--- config.mk ---
export PLATFORM = sky130hd
export DESIGN_NAME = mux_bus4
export DESIGN_NICKNAME = d
export VERILOG_FILES = /design/src/rtl/mux_bus4.sv
export SDC_FILE = /design/constraint.sdc
export NUM_CORES = 1
export LEC_CHECK = 0
export ABC_AREA = 1
export CAP_MARGIN = 20
export CORE_MARGIN = 5
export CORE_UTILIZATION = 27
export DETAILED_ROUTE_END_ITERATION = 16
export PLACE_DENSITY = 0.72
export SYNTH_ARGS = -nofsm -noshare
export SYNTH_HDL_FRONTEND = slang
export SYNTH_SLANG_ARGS = --single-unit
--- constraint.sdc ---
create_clock -name clk -period 1.2 [get_ports clk]
set_clock_uncertainty 0.1 [all_clocks]
set_input_delay 0.24 -clock clk [delete_from_list [all_inputs] [get_ports clk]]
set_output_delay 0.24 -clock clk [all_outputs]
set_load 0.1 [all_outputs]
--- src/rtl/mux_bus4.sv ---
// Registered N-to-1 lane multiplexer: picks one WIDTH-bit lane from a packed bus
// and registers it, flagging select codes that point past the last lane.
module mux_bus4 #(
  parameter int WIDTH = 4,
  parameter int N     = 8,
  parameter int SEL_W = 4
) (
  input  logic                   clk,
  input  logic                   reset,
  input  logic [0:N*WIDTH-1]     in,
  input  logic [0:SEL_W-1]       sel,
  input  logic                   valid_in,
  output logic [0:WIDTH-1]       out,
  output logic                   valid_out,
  output logic                   sel_err
);

  // valid_in qualifies in/sel for one cycle; there is no ready. valid_out pulses
  // one clock later for every accepted cycle, so a new select may issue each clock.
  localparam logic [SEL_W:0] NUM_LANES = N[SEL_W:0];

  logic [SEL_W:0]   sel_ext;
  logic             sel_in_range;
  logic [0:WIDTH-1] lane_sel;

  logic [0:WIDTH-1] out_q, out_d;
  logic             err_q, err_d;
  logic             valid_q;

  assign sel_ext      = {1'b0, sel};
  assign sel_in_range = (sel_ext < NUM_LANES);

  // Decoded compare per lane keeps the part-select index in range for any sel.
  always_comb begin
    lane_sel = '0;
    for (int k = 0; k < N; k++) begin
      if (sel_ext == k[SEL_W:0]) lane_sel = in[k*WIDTH +: WIDTH];
    end
  end

  always_comb begin
    out_d = out_q;
    err_d = err_q;
    if (valid_in) begin
      out_d = sel_in_range ? lane_sel : '0;
      err_d = ~sel_in_range;
    end
  end

  always_ff @(posedge clk) begin
    if (reset) begin
      out_q   <= '0;
      err_q   <= 1'b0;
      valid_q <= 1'b0;
    end else begin
      out_q   <= out_d;
      err_q   <= err_d;
      valid_q <= valid_in;
    end
  end

  assign out       = out_q;
  assign sel_err   = err_q;
  assign valid_out = valid_q;

endmodule

==> results of run 1 <==
## power by group
group | total, mW | switching, mW | leakage (nW) | internal [mW]
registers | 0.219 | 0.00820 | 0.0515 | 0.211
logic | 0.381 | 0.181 | 0.498 | 0.200
clock network | 0.187 | 0.0740 | 0.0138 | 0.113
## synthesized netlist by cell type
| cell type | instances | area (sq um) |
|---|---|---|
| nand4_1 | 4 | 25.02 |
| buf_4 | 2 | 15.01 |
| nor2_1 | 15 | 56.30 |
| o211ai_1 | 4 | 30.03 |
| buf_2 | 1 | 5.000 |
| nand3_1 | 18 | 90.09 |
| inv_1 | 13 | 48.80 |
| o21ai_0 | 4 | 20.02 |
| nor2_4 | 1 | 11.26 |
| dfxtp_1 | 6 | 120.1 |
| nand2_1 | 16 | 60.06 |
| a21oi_1 | 4 | 20.02 |
| nor3_1 | 3 | 15.01 |
## timing repair
action / in CTS / in global routing
buffers inserted: 4 / 2
setup endpoints to repair: 5 / 4
pin swaps: 7 / 20
resized for setup: 26 / 22
## cells by family (layout without fill, tap and decap cells)
family,Yosys count,count (layout)
flops,6,6
compound gates,12,12
buf+inv,16,74
simple gates,57,57
## worst min-delay path, cell delays in order
cell and delay (ns):
dlymetal6s2s_1 0.14, nor2_1 0.11, nor3_1 0.05
## per-layer routing
layer / GRT usage [%] / routed length [um] / vias up
li1: - / - / 421
met1: 20.56 / 886 / 374
met2: 32.86 / 1262 / 51
met3: 5.263 / 196 / 6
met4: 3.830 / 62 / 0
met5: 0 / 0 / -
## worst paths after layout
| kind | startpoint | end | slack (ns) | depth (start not counted) |
|---|---|---|---|---|
| min | valid_in | sel_err | 0.23 | 3 |
| max | in[3] | out[3] | 0.01 | 7 |
| min reg2reg | out[0] | out[0] | 0.38 | 2 |
| max reg2reg | out[1] | out[1] | 0.48 | 2 |
## metrics by stage
| step | utilization (%) | power [mW] | cells | cell area [sq um] |
|---|---|---|---|---|
| 4_1_cts | 68.65 | 0.7748 | 173 | 1211 |
| 3_5_place_dp | 63.12 | 0.5582 | 166 | 1114 |
| 3_3_place_gp | 63.12 | 0.5543 | 166 | 1114 |
| 6_report | 70.92 | 0.7870 | 174 | 1251 |
| 5_1_grt | 70.92 | 0.8316 | 174 | 1251 |
| 2_1_floorplan | - | 0.3557 | 91 | 534.3 |
## registers in the layout, indices dropped and copies added, names as in the netlist
name and count:
out 4, sel_err 1, valid_out 1
## cell type report
type,count,area [sq um],share of cell area (%)
timing repair buffer,58,614.3,49.10
multi-input combinational,69,406.6,32.50
sequential,6,127.6,10.20
inverter,13,48.80,3.900
tap,25,31.28,2.500
clock buffer,3,22.52,1.800
==> impl_results.md, run 1 <==
* Final worst setup slack at 0.01308 ns
* TritonCTS clock tree: built
* Slew @ Worst Pin at 0.2713 ns
* Die Height at 53.75 um
* Final hold vios at 0
* Sink Count at 6
* Post-Syn Area at 516.7 sq um
* First-pass iteration count of the detailed router at 4
* Routed len/inst at 13.83 um
* Mux cell area share after synthesis at 0%
* Critical path class: input pin to register
* Area added between synthesis and finish at 142.1%
* Vias at 852
* # port buffers at 44
* Detailed placement HPWL at 1.775 mm
* Fin crit share at 98.91%
* Largest stage delay, worst path at 0.40 ns
* Syn Nets at 130
* Largest net degree at the start of global routing at 12
* Leakage power at 0.5630 nW
* Antenna cells at 0
* Hold_ws at 0.2333 ns
* Post-DRT Antenna Nets at 0
* Cell Rows at 15
* Critical Path AT at 1.21 ns
* Fill count at 154
* Relative slew slack at 81.86%
* Final min period at 1.187 ns
* Crit path capture type: register
* CP startpoint kind: input pin
* Max clock buf depth at 2
* Initial antenna violation count at 0
* Hold crit path type: input pin to register
* Io pins at 45
* Core area at 1764 sq um
* Worst path bufs/invs at 1
* Most common cell after layout, fill and taps aside: clkdlybuf4s50_1
* TritonCTS buffer count at 3
* Post-synthesis simple-gate area fraction at 49.88%
* Largest family of logic cells by synthesized area: simple AND/OR/NAND/NOR gates
* Peak supply drop at 633.7 uV
* Layout cells sized above 1 at 34.23%
* Most frequent cells in the layout: clkdlybuf4s50_1 (30), nand3_1 (16), nand2_1 (16)
* Root buffer cell: clkbuf_4
* Htree depth at 1
* Pre-CTS WS at -0.9767 ns
* Power Density at 629.0 nW/um^2
* Routability cong. at 0.7737
* Total Nets Final at 190
* Vias in the first global route at 899
* Hold_buf cts at 0
* Die outline width at 53.75 um
* Die area at 2889 sq um
* Synth Area in Compound Gates at 13.56%
* Final-report setup violation count at 0
* Global-route wire length before repair at 3.781 mm
* Setup total negative slack at 0 ns
* Worst-path clk slew at 0.04 ns
* Drt initial violations at 29
* Number of unique standard cell types used by synthesis at 13
* Synth warnings at 0
* Outcome: finished, final reports clean
* Register bit total from synthesis at 6
* Total wire length at 2.407 mm
* Cells after synthesis at 91
* Max Slew Vio Count at 0
* Most used cell, CP: nand3_1
* Critical-path top delay cell: clkdlybuf4s50_1
* GR Overflow Total at 0
* Initial Util at 29.29%
* CP Cell Sequence: clkdlybuf4s50_1 > nand3_1 > nand3_1 > nor2_2 > nand4_1 > nand2_1 > a21oi_2
* Highest clock rate at 842.5 MHz
* Total Routing Usage GR at 18.07%
* CP required at 1.23 ns
* Max-cap violations at 0
* DRC errors left at 0
* CP Max Fanout at 1
* Delay-heaviest family, CP: simple AND/OR/NAND/NOR gates
* Adder-Cell Fraction of Synth Area at 0%
* Vias per cell at 4.897
* Mean area per synthesized cell at 5.679 sq um
* Worst skew pair latency at 0.25 ns
* Post-Synth XOR/XNOR Area at 0%
* Register area share after synthesis at 23.24%
Note: power is estimated with default switching activity, not from simulation.
==> inputs of run 2 (changes only) <==
Settings changed: CAP_MARGIN 20 to 30, CTS_CLUSTER_SIZE set to 40.
==> results of run 2 <==
Same layout as run 1: the final DEF is identical, and so are final timing and power.
==> inputs of run 3 (changes only) <==
Settings changed: ABC_CLOCK_PERIOD_IN_PS set to 1200.
==> results of run 3 <==
Same layout as run 1: the final DEF is identical, and so are final timing and power.
